`src/rtl/mul_pkg.sv`:
```
// Shared definitions for the 3x3 multiplier arbiter slice.
// Holds the result-register state encoding and the datapath widths used by
// mul3_arbiter and mul3x3_unit.
package mul_pkg;

  // Operand width of each multiplicand/multiplier.
  localparam int OPW  = 3;
  // Full-precision product width (7*7 = 49 fits in 6 bits).
  localparam int PW   = 6;
  // Width of the completed-transfer counter.
  localparam int CNTW = 16;

  // Result register occupancy.
  typedef enum logic {
    EMPTY = 1'b0,
    FULL  = 1'b1
  } state_e;

endpackage : mul_pkg

```
`src/rtl/mul3x3_unit.sv`:
```
// Combinational 3x3 unsigned multiplier built as a partial-product/adder
// array. Each multiplier bit gates a shifted copy of the multiplicand and the
// gated rows are summed at full product width, so nothing is truncated.
//
// Ports:
//   a_i  in   OPW  multiplicand
//   b_i  in   OPW  multiplier
//   p_o  out  PW   unsigned product a_i * b_i
module mul3x3_unit
  import mul_pkg::*;
(
  input  logic [OPW-1:0] a_i,
  input  logic [OPW-1:0] b_i,
  output logic [PW-1:0]  p_o
);

  logic [PW-1:0] pp [OPW];

  // Row j is the multiplicand ANDed with multiplier bit j, weighted by 2^j.
  always_comb begin
    for (int j = 0; j < OPW; j++) begin
      pp[j] = PW'(a_i & {OPW{b_i[j]}}) << j;
    end
  end

  always_comb begin
    p_o = '0;
    // NOTE: blocking assignments here build a running sum within one
    // evaluation; non-blocking would only keep the last row.
    for (int j = 0; j < OPW; j++) begin
      p_o = p_o + pp[j];
    end
  end

endmodule : mul3x3_unit

```
`src/rtl/mul3_arbiter.sv`:
```
// Round-robin arbiter sharing one 3x3 multiplier among NREQ requesters.
// A single result register (EMPTY/FULL) holds the product and the owner ID.
// A new grant is allowed when the register is empty or is being drained in the
// same cycle, giving one result per cycle under continuous load.
//
// Ports:
//   clk        in   1        clock, rising edge
//   rst        in   1        synchronous active-high reset
//   req_valid  in   NREQ     per-requester operand valid
//   req_a      in   3*NREQ   multiplicands, requester i at [3i+2:3i]
//   req_b      in   3*NREQ   multipliers, requester i at [3i+2:3i]
//   req_ready  out  NREQ     one-hot accept (combinational)
//   res_valid  out  1        result register holds a product
//   res_p      out  6        product
//   res_id     out  IDW      owner of res_p
//   res_ready  in   1        consumer accepts result
//   ops_cnt    out  16       completed result transfers, wrapping
module mul3_arbiter
  import mul_pkg::*;
#(
  parameter int NREQ = 4,
  parameter int IDW  = 2
) (
  input  logic                clk,
  input  logic                rst,
  input  logic [NREQ-1:0]     req_valid,
  input  logic [OPW*NREQ-1:0] req_a,
  input  logic [OPW*NREQ-1:0] req_b,
  output logic [NREQ-1:0]     req_ready,
  output logic                res_valid,
  output logic [PW-1:0]       res_p,
  output logic [IDW-1:0]      res_id,
  input  logic                res_ready,
  output logic [CNTW-1:0]     ops_cnt
);

  state_e          state_q, state_d;
  logic [IDW-1:0]  ptr_q, ptr_d;
  logic [PW-1:0]   res_p_q, res_p_d;
  logic [IDW-1:0]  res_id_q, res_id_d;
  logic [CNTW-1:0] cnt_q, cnt_d;

  logic            gnt_any;
  logic [IDW-1:0]  gnt_idx;
  logic [IDW-1:0]  rr_idx;
  logic            accept;
  logic            drain;
  logic [OPW-1:0]  a_sel, b_sel;
  logic [PW-1:0]   prod;

  // Round-robin search: scan ptr+1, ptr+2, ... wrapping, ending at ptr itself,
  // so the last winner has lowest priority.
  always_comb begin
    gnt_any = 1'b0;
    gnt_idx = '0;
    rr_idx  = '0;
    for (int k = 1; k <= NREQ; k++) begin
      rr_idx = IDW'((int'(ptr_q) + k) % NREQ);
      if (!gnt_any && req_valid[rr_idx]) begin
        gnt_any = 1'b1;
        gnt_idx = rr_idx;
      end
    end
  end

  // Only the granted requester's operands reach the multiplier.
  always_comb begin
    a_sel = '0;
    b_sel = '0;
    for (int i = 0; i < NREQ; i++) begin
      if (gnt_idx == IDW'(i)) begin
        a_sel = req_a[OPW*i +: OPW];
        b_sel = req_b[OPW*i +: OPW];
      end
    end
  end

  mul3x3_unit u_mul (
    .a_i (a_sel),
    .b_i (b_sel),
    .p_o (prod)
  );

  // A slot is free when empty or when the held result leaves this cycle.
  assign drain     = (state_q == FULL) && res_ready;
  assign accept    = !rst && gnt_any && ((state_q == EMPTY) || res_ready);
  assign req_ready = accept ? (NREQ'(1) << gnt_idx) : '0;

  always_comb begin
    // NOTE: every output of this block gets a default first so no path
    // leaves a variable unassigned, which would infer a latch.
    state_d  = state_q;
    ptr_d    = ptr_q;
    res_p_d  = res_p_q;
    res_id_d = res_id_q;
    cnt_d    = cnt_q;

    if (drain) begin
      cnt_d = cnt_q + CNTW'(1);
    end

    unique case (state_q)
      EMPTY: if (accept) state_d = FULL;
      FULL: begin
        if (accept)         state_d = FULL;
        else if (res_ready) state_d = EMPTY;
      end
      default: state_d = EMPTY;
    endcase

    if (accept) begin
      ptr_d    = gnt_idx;
      res_p_d  = prod;
      res_id_d = gnt_idx;
    end
  end

  always_ff @(posedge clk) begin
    // NOTE: non-blocking assignments so every register samples the
    // pre-edge values regardless of statement order.
    if (rst) begin
      state_q  <= EMPTY;
      ptr_q    <= IDW'(NREQ - 1);
      res_p_q  <= '0;
      res_id_q <= '0;
      cnt_q    <= '0;
    end else begin
      state_q  <= state_d;
      ptr_q    <= ptr_d;
      res_p_q  <= res_p_d;
      res_id_q <= res_id_d;
      cnt_q    <= cnt_d;
    end
  end

  assign res_valid = (state_q == FULL);
  assign res_p     = res_p_q;
  assign res_id    = res_id_q;
  assign ops_cnt   = cnt_q;

endmodule : mul3_arbiter

```
`config.mk`:
```
export PLATFORM = sky130hd
export DESIGN_NAME = mul3_arbiter
export DESIGN_NICKNAME = d
export VERILOG_FILES = /design/src/rtl/mul_pkg.sv /design/src/rtl/mul3x3_unit.sv /design/src/rtl/mul3_arbiter.sv
export SDC_FILE = /design/constraint.sdc
export NUM_CORES = 1
export LEC_CHECK = 0
export ABC_AREA = 1
export CAP_MARGIN = 20
export CORE_AREA = 2 2 65 67
export CTS_CLUSTER_DIAMETER = 80
export DETAILED_ROUTE_END_ITERATION = 16
export DIE_AREA = 0 0 67 69
export GPL_ROUTABILITY_DRIVEN = 0
export MAX_ROUTING_LAYER = met4
export PLACE_DENSITY = 0.85
export SYNTH_ARGS = -nofsm -noshare
export SYNTH_HDL_FRONTEND = slang
export SYNTH_SLANG_ARGS = --single-unit
```
`constraint.sdc`:
```
create_clock -name clk -period 6.42 [get_ports clk]
set_clock_uncertainty 0.15 [all_clocks]
set_input_delay 1.284 -clock clk [delete_from_list [all_inputs] [get_ports clk]]
set_output_delay 1.284 -clock clk [all_outputs]
set_load 0.01 [all_outputs]
```
# Yosys cells after proc, flatten, opt, wreduce, memory -nomap -nowiden
# Index checks and enable logic that the tools add are counted.
[word_totals] reg_bits=27 output_inout_bits=29 word_cells=65
[classes] n_addsub=7 order_cmp=4 eq_ne=3 shift=1 mux=29 bitwise=4 reduce_logical=12
[ops] op="$mux 3" count=8
[ops] op="$add 16x1->16 const B" count=1
[ops] op="$lt 2x3->1 const B" count=4
[ops] op="$mux 1" count=11
[ops] op="$and 3x3->3" count=3
[ops] op="$bmux 1 s2" count=4
[ops] op="$mux 2" count=4
[ops] op="$add 6x5->6" count=1
[ops] op="$add 6x6->6" count=1
[ops] op="$logic_and 1x1->1" count=6
[ops] op="$add 2x1->2 const B" count=2
[ops] op="$add 2x2->2 const B" count=2
[ops] op="$eq 2x2->1 const B" count=2
[ops] op="$logic_not 1->1" count=4
[ops] op="$mux 4" count=1
[ops] op="$shl 1x2->4 const A" count=1
[ops] op="$eq 2x1->1 const B" count=1
[ops] op="$logic_not 2->1" count=1
[ops] op="$pmux 1 s2" count=1
[ops] op="$logic_or 1x1->1" count=1
[ops] op="$not 1->1" count=1

# Depth between registers and ports, before layout
# Gate-level depths: netlist of the first run.
[logic_depth] depth_word=21 ltp_mapped=22 ltp_nobuf=22

# Hierarchy
# From an unflattened synthesis of the first run, not the netlist that was laid out.
[unflattened] hier_cells=283 area_unflattened_um2=1833.0
[by_module_without_submodules] mod="mul3_arbiter" instances=1 cells_each=249 area_per_inst_um2=1621.6
[by_module_without_submodules] mod="mul3x3_unit" instances=1 cells_each=34 area_per_inst_um2=211.5

# Worst setup path after synthesis of the first run
# Ideal clock, no wire load.
[synth_timing] kind="input port to flip-flop" from="in req_valid[1]" to="reg res_p_q[4], in the netlist res_p[4]" setup_time_ps=74 arrival_ps=3680 t_required_ps=6196 slack_ps=2516 stages=20 cell_sequence="nand2_1 -> nand3_1 -> nand2_2 -> inv_1 -> nor2_2 -> nand3b_1 -> nand2_1 -> buf_2 -> o21ai_0 -> nand2_1 -> o21ai_1 -> nand2_2 -> nand3_1 -> fa_1 -> inv_1 -> ha_1 -> inv_1 -> fa_1 -> xor2_1 -> o21ai_0"
[synth_between] elab_chain_cells=20
[synth_lines] item="start, declared" line="mul3_arbiter.sv:26" rtl="input logic [NREQ-1:0] req_valid,"
[synth_lines] item="$bmux 1 s2" line="mul3_arbiter.sv:59" rtl="if (!gnt_any && req_valid[rr_idx]) begin"
[synth_lines] item="$mux 1 (not written as such)" line="mul3_arbiter.sv:59"
[synth_lines] item="$mux 1" line="mul3_arbiter.sv:59"
[synth_lines] item="$logic_not 1->1" line="mul3_arbiter.sv:59"
[synth_lines] item="$logic_and 1x1->1" line="mul3_arbiter.sv:59"
[synth_lines] item="$mux 1" line="mul3_arbiter.sv:59"
[synth_lines] item="$logic_not 1->1" line="mul3_arbiter.sv:59"
[synth_lines] item="$logic_and 1x1->1" line="mul3_arbiter.sv:59"
[synth_lines] item="$mux 1" line="mul3_arbiter.sv:59"
[synth_lines] item="$logic_not 1->1" line="mul3_arbiter.sv:59"
[synth_lines] item="$logic_and 1x1->1" line="mul3_arbiter.sv:59"
[synth_lines] item="$mux 2" line="mul3_arbiter.sv:59"
[synth_lines] item="$logic_not 2->1" line="mul3_arbiter.sv:71" rtl="if (gnt_idx == IDW'(i)) begin"
[synth_lines] item="$mux 3 (4 in series)" line="mul3_arbiter.sv:71"
[synth_lines] item="$and 3x3->3" line="mul3x3_unit.sv:22" rtl="pp[j] = PW'(a_i & {OPW{b_i[j]}}) << j;"
[synth_lines] item="$add 6x6->6" line="mul3x3_unit.sv:31" rtl="p_o = p_o + pp[j];"
[synth_lines] item="$add 6x5->6" line="mul3x3_unit.sv:31"
[synth_lines] item="end signal, assigned" line="mul3_arbiter.sv:130" rtl="res_p_q <= res_p_d;"
[synth_lines] item="end, declared" line="mul3_arbiter.sv:39" rtl="logic [PW-1:0] res_p_q, res_p_d;"
# Several ways; a longest one is shown, not always the timed one. The select of a mux whose other input is x is not followed.
# A chain may end at the register's enable or synchronous reset.

# Worst setup path in the final report of the first run
[layout_timing] from="in req_valid[1]" to="out req_ready[3]"
[layout_between] elab_chain_cells=15
[layout_lines] item="$bmux 1 s2" line="mul3_arbiter.sv:59"
[layout_lines] item="$mux 1 (not written as such)" line="mul3_arbiter.sv:59"
[layout_lines] item="$mux 1" line="mul3_arbiter.sv:59"
[layout_lines] item="$logic_not 1->1" line="mul3_arbiter.sv:59"
[layout_lines] item="$logic_and 1x1->1" line="mul3_arbiter.sv:59"
[layout_lines] item="$mux 1" line="mul3_arbiter.sv:59"
[layout_lines] item="$logic_not 1->1" line="mul3_arbiter.sv:59"
[layout_lines] item="$logic_and 1x1->1" line="mul3_arbiter.sv:59"
[layout_lines] item="$mux 1" line="mul3_arbiter.sv:59"
[layout_lines] item="$logic_not 1->1" line="mul3_arbiter.sv:59"
[layout_lines] item="$logic_and 1x1->1" line="mul3_arbiter.sv:59"
[layout_lines] item="$mux 1" line="mul3_arbiter.sv:59"
[layout_lines] item="$logic_and 1x1->1 (2 in series)" line="mul3_arbiter.sv:86" rtl="assign accept = !rst && gnt_any && ((state_q == EMPTY) || res_ready);"
[layout_lines] item="$mux 4 *" line="mul3_arbiter.sv:87" rtl="assign req_ready = accept ? (NREQ'(1) << gnt_idx) : '0;"
[layout_lines] item="end, declared" line="mul3_arbiter.sv:29" rtl="output logic [NREQ-1:0] req_ready,"
# Mark *: on every way between the ends. The rest lies on a longest branch, timed or not. The select of a mux whose other input is x is not followed.

==> flow_summary.ini, run 1 <==
[placement]
dp.cells = 386
io_buffers = 59
hpwl_mm = 3.54
placed_area_um2 = 2490

[worst_hold_path]
min_from = res_id[1]
hold_class = reg -> reg
whs_endpoint = res_id[1]
hold_path_depth = 2

[floorplanning]
die_y_um = 69
fp.dieW_um = 67
io_pins = 60
core.rowCount = 23
coreArea_um2 = 3910
die-area_um2 = 4620
initial_utilization_pct = 48.0

[synth]
yosysTopAreaCellShare_pct = 28.8
synth_cell_types = 35
synth.yosys.seq_area_share_pct = 28.8
ys_ff_latch = 27
synth_area_leaders = dfxtp_1 29%, nand2_1 15%, inv_1 6.8%
yosys.area.top_type = dfxtp_1
synthesis.nets = 322
avgSynthCellArea_um2 = 6.64
synth_area_um2 = 1880
postSynthCellCount = 283
yosysWarnings = 0

[clock_network]
ctsResizeCount = 0
h-tree-depth = 1
clkSinkCount = 27
clk_pin_slew_ns = 0.09
clk_root_buffer_cell = clkbuf_8
postCtsSetupBuffers = 0
cts_tree = done
cts_buffer_depth = 2
cts_hold_buffers = 0
cts_inserted_buffers = 3
worstSkewPairLatency_ns = 0.26

[power_and_ir_drop]
power.leakage_nw = 1.10
vdd.ir_drop.worst_v = 0.000277
powerDensity_nw_per_um2 = 498

[final_layout]
instances_no_fill = 390
mostFrequentLayoutCell = nand2_1
syn_to_final_growth_pct = 35.0
antenna_cells = 0
nets = 380
layout_common_cells = 76 x nand2_1, 59 x clkdlybuf4s50_1, 34 x inv_1, 27 x dfxtp_1, 21 x nand3_1
fin_area_um2 = 2540
drive_gt1_share_pct = 11.8
fillers = 378
post-route-util_pct = 64.8

[critical_path]
crit_type = in -> out
crit_path_top_delay_cell = clkdlybuf4s50_1
cp-start-kind = input pin
cp-end-kind = primary output
r2r_end = res_p[4]
cp_num_buf_inv = 4
reg2reg_from = ptr_q[0]
cp_data_required_time_ns = 4.99
r2r_cells = 20
path_max_fanout = 11
arrival_ns = 3.69
path_delay_family = buffers and inverters
regToRegSetupSlack_ns = 2.69
cp_cell_sequence = clkdlybuf4s50_1 > nand2_1 > nand3_1 > nand2_2 > inv_1 > nor2_2 > nand3_2 > nand2_1 > clkinv_1 > nand2_1 > nor2_1 > clkdlybuf4s50_1
cp_common_cell = nand2_1
critPathMaxStageDelay_ns = 0.49

[sta]
min_period_ns = 5.12
tns_ns = 0
rsz0062_at_grt = no
max_slew_margin_pct = 67.5
clock.fmax_mhz = 195
worst_pin_slew_ns = 0.488
maxSlewViolCount = 0
finalCritPeriodShare_pct = 79.8
setup_violations = 0
hold_viol = 0

[detailed_routing]
avgRoutedWirePerCell_um = 11.1
first_pass_iters = 4
routed_wl_mm = 4.31
ant_nets = 0
vias = 1970
drt_iter0_markers = 84
drc = 0
via_per_inst = 5.05

[global_routing]
met2_usage_pct = 34.7
grt_pass1_vias = 1908
track_usage_pct = 20.6
grtUsageMet3_pct = 2.61
antenna_found_initial = 0
gr-total-overflow = 0
top_usage_layer = met2
use_met1_pct = 25.6
grt_max_degree = 19
grt_first_pass_wirelength_mm = 7.65

[run]
maxCapViolCount = 0

[status]
outcome = finished clean
-- tightest hold or removal path: cells and delay by family (launching register included) --
| family | cells | cell delay [ns] |
|---|---|---|
| DFF | 1 | 0.32 |
| AOI/OAI and AO/OA | 1 | 0.06 |
| and+or+nand+nor | 1 | 0.06 |
-- power by group --
part	leakage [nW]	internal, mW	switching, mW
combinational	0.852	0.362	0.584
clock	0.0228	0.0444	0.0495
sequential	0.220	0.196	0.0277
-- Yosys cell counts (all sizes together) --
cell	count
nand2	91
inv	39
dfxtp	27
nand3	27
nor2	25
o21ai	19
a21oi	16
ha	6
nand4	5
buf	4
nor3	4
or2	4
clkbuf	2
fa	2
nand3b	2
nor4	2
xor2	2
a31oi	1
clkinv	1
nor3b	1
o21a	1
o21ba	1
xnor2	1
-- flip-flops by register name, summed over array words and instances (netlist names) --
signal,count
ptr_q,2
res_p,6
ops_cnt,16
res_valid,1
res_id,2
-- area by class of cell --
cell class	count	area [µm²]	area share, %
clock buffers	4	45.0	1.78
inverters	40	150	5.92
multi-input cells	210	1150	45.2
flip-flops and latches	27	541	21.3
well taps	50	62.6	2.47
repair buffers	59	591	23.3
-- metrics by stage --
| step | power [mW] | hold slack (ns) | setup WS, ns |
|---|---|---|---|
| 5_1_grt | 1.41 | 0.346 | 1.03 |
| 6_report | 1.26 | 0.327 | 1.30 |
| 4_1_cts | 1.28 | 0.324 | 1.28 |
| 3_5_place_dp | 1.18 | 0.311 | 1.30 |
| 2_1_floorplan | 0.964 | 0.337 | 2.52 |
| 3_3_place_gp | 1.15 | 0.310 | 1.37 |
-- routing by layer --
metal  vias up  wire (µm)
met5         -          0
met4         0         48
met3         8        238
met2        65       2090
met1       875       1940
li1       1022          -
-- how the worst max path moves through the flow --
| stage | cells past startpoint | startpoint | slack (ns) | end |
|---|---|---|---|---|
| 5_1_grt | 12 | req_valid[1] | 1.03 | req_ready[1] |
| 6_report | 12 | req_valid[1] | 1.30 | req_ready[3] |
| 3_3_place_gp | 12 | req_valid[1] | 1.37 | req_ready[3] |
| 4_1_cts | 12 | req_valid[1] | 1.28 | req_ready[3] |
| 3_5_place_dp | 12 | req_valid[1] | 1.30 | req_ready[3] |
| 2_1_floorplan | 20 | req_valid[1] | 2.52 | res_p[4] |
-- cells by family (layout without fill, tap and decap cells) --
group	Yosys count	in the layout	share of synthesized area, %
compound gates	38	38	10.6
xor+xnor	3	3	1.40
fa+ha+maj	8	8	6.13
buf+inv	46	103	10.1
flops	27	27	28.8
simple gates	161	161	43.0
Power figures use the tool's default switching activity.
==> run 2: changes to the inputs <==
--- a/config.mk
+++ b/config.mk
@@ -7,13 +7,13 @@
 export LEC_CHECK = 0
 export ABC_AREA = 1
 export CAP_MARGIN = 20
-export CORE_AREA = 2 2 65 67
+export CORE_AREA = 2 2 70 72
 export CTS_CLUSTER_DIAMETER = 80
 export DETAILED_ROUTE_END_ITERATION = 16
-export DIE_AREA = 0 0 67 69
+export DIE_AREA = 0 0 72 74
 export GPL_ROUTABILITY_DRIVEN = 0
 export MAX_ROUTING_LAYER = met4
-export PLACE_DENSITY = 0.85
+export PLACE_DENSITY = 0.77
 export SYNTH_ARGS = -nofsm -noshare
 export SYNTH_HDL_FRONTEND = slang
 export SYNTH_SLANG_ARGS = --single-unit
==> constraint.sdc (replaced) <==
create_clock -name clk -period 4.6 [get_ports clk]
set_clock_uncertainty 0.15 [all_clocks]
set_input_delay 0.92 -clock clk [delete_from_list [all_inputs] [get_ports clk]]
set_output_delay 0.92 -clock clk [all_outputs]
set_load 0.01 [all_outputs]
==> run 2 against run 1 <==
Compared with the run above:
- final area increased by 0.49%
- via count decreased by 1.8%
- critical path type unchanged
- critical endpoint unchanged
- largest cell class unchanged
- count of clock-buffer cells in the layout unchanged
- global-route usage decreased by 3.6 points
==> flow_summary.ini, run 2 (synthesis gave the netlist of run 1 again) <==
[critical_path]
cp_data_required_time_ns = 3.53
cp_cell_sequence = clkdlybuf4s50_1 > nand2_1 > nand2_1 > nand2_2 > nand2_2 > nor2_2 > nand3_2 > nand2_1 > clkinv_1 > nand2_1 > nor2_1 > clkdlybuf4s50_1
reg2reg_from = ptr_q[0]
cp_common_cell = nand2_1
path_max_fanout = 9
path_delay_family = buffers and inverters
cp-startpoint = req_valid[0]
critPathMaxStageDelay_ns = 0.49
cp-start-kind = input pin
crit_type = in -> out
cp_num_buf_inv = 3
crit_path_top_delay_cell = clkdlybuf4s50_1
cp-end-kind = primary output
arrival_ns = 3.13

[final_layout]
fin_area_um2 = 2550
nets = 381
mostFrequentLayoutCell = nand2_1
fillers = 469
syn_to_final_growth_pct = 35.7
antenna_cells = 0
layout_common_cells = 76 x nand2_1, 59 x clkdlybuf4s50_1, 34 x inv_1, 27 x dfxtp_1, 21 x nand3_1
drive_gt1_share_pct = 12.0
largest_reg_flops = 16

[clock_network]
cts_hold_buffers = 0
clk_pin_slew_ns = 0.09
worstSkewPairLatency_ns = 0.27
cts_inserted_buffers = 3
h-tree-depth = 1
cts_tree = done
postCtsSetupBuffers = 0
cts_buffer_depth = 2
clk_root_buffer_cell = clkbuf_8
ctsResizeCount = 0
clkSinkCount = 27

[placement]
hpwl_mm = 3.45
io_buffers = 59
placed_area_um2 = 2500

[sta]
clock.fmax_mhz = 238
tns_ns = 0
min_period_ns = 4.20
rsz0062_at_grt = no
maxSlewViolCount = 0
finalCritPeriodShare_pct = 91.3
hold_viol = 0
max_slew_margin_pct = 66.0
setup_violations = 0
worst_pin_slew_ns = 0.509

[detailed_routing]
routed_wl_mm = 4.29
drc = 0
vias = 1935
avgRoutedWirePerCell_um = 10.9
drt_iter0_markers = 65
via_per_inst = 4.90
ant_nets = 0
first_pass_iters = 4

[floorplanning]
die_y_um = 74
io_pins = 60
die-area_um2 = 5330
initial_utilization_pct = 40.8
fp.dieW_um = 72
coreArea_um2 = 4600
core.rowCount = 25

[power_and_ir_drop]
power.leakage_nw = 1.10
powerDensity_nw_per_um2 = 688
vdd.ir_drop.worst_v = 0.000365

[run]
maxCapViolCount = 0

[global_routing]
grt_max_degree = 19
grt_pass1_vias = 1695
grt_first_pass_wirelength_mm = 7.23
track_usage_pct = 17.0
gr-total-overflow = 0
antenna_found_initial = 0

[worst_hold_path]
hold_class = reg -> reg
min_from = res_p[2]

[status]
outcome = finished clean
## run 2: final timing paths
path             endpoint  cells past startpoint  slack, ns
max          req_ready[3]                     12       0.40
min              res_p[2]                      2       0.32
max reg2reg      res_p[4]                     20       0.98
min reg2reg      res_p[2]                      2       0.32
## run 2: power breakdown
part           internal [mW]  leakage, nW  switching, mW
combinational          0.506        0.857          0.802
clock                 0.0621       0.0228         0.0730
sequential             0.273        0.220         0.0367
total                  0.841         1.10          0.912
## run 2: final cells by class
cell class	instances	area, µm²	area share [%]
Tap cell	54	67.6	2.65
Sequential cell	27	541	21.2
Inverter	40	150	5.89
Multi-Input combinational cell	210	1150	45.0
Clock buffer	4	45.0	1.77
Timing Repair Buffer	60	598	23.5
## run 2: metal layers
| layer | vias up | wire length, µm | track usage (%) |
|---|---|---|---|
| li1 | 1016 | - | - |
| met1 | 850 | 2040 | 21.7 |
| met2 | 65 | 1950 | 28.9 |
| met3 | 4 | 248 | 1.90 |
| met4 | 0 | 47 | 4.40 |
| met5 | - | 0 | - |
## run 2: metrics by stage
step | setup WS, ns | instances | util, % | hold slack [ns] | power [mW]
after floorplan | 1.06 | 283 | - | 0.337 | 1.35
after global placement | 0.323 | 391 | 54.4 | 0.307 | 1.59
after detailed placement | 0.207 | 391 | 54.4 | 0.308 | 1.64
after CTS | 0.382 | 395 | 55.4 | 0.320 | 1.77
after global routing | 0.191 | 395 | 55.4 | 0.337 | 1.99
final | 0.399 | 395 | 55.4 | 0.320 | 1.75
## run 2: worst min-delay path, cell delays in order (launching register included)
cell	delay, ns
dfxtp_1	0.32
nand3_1	0.07
nand2_1	0.04
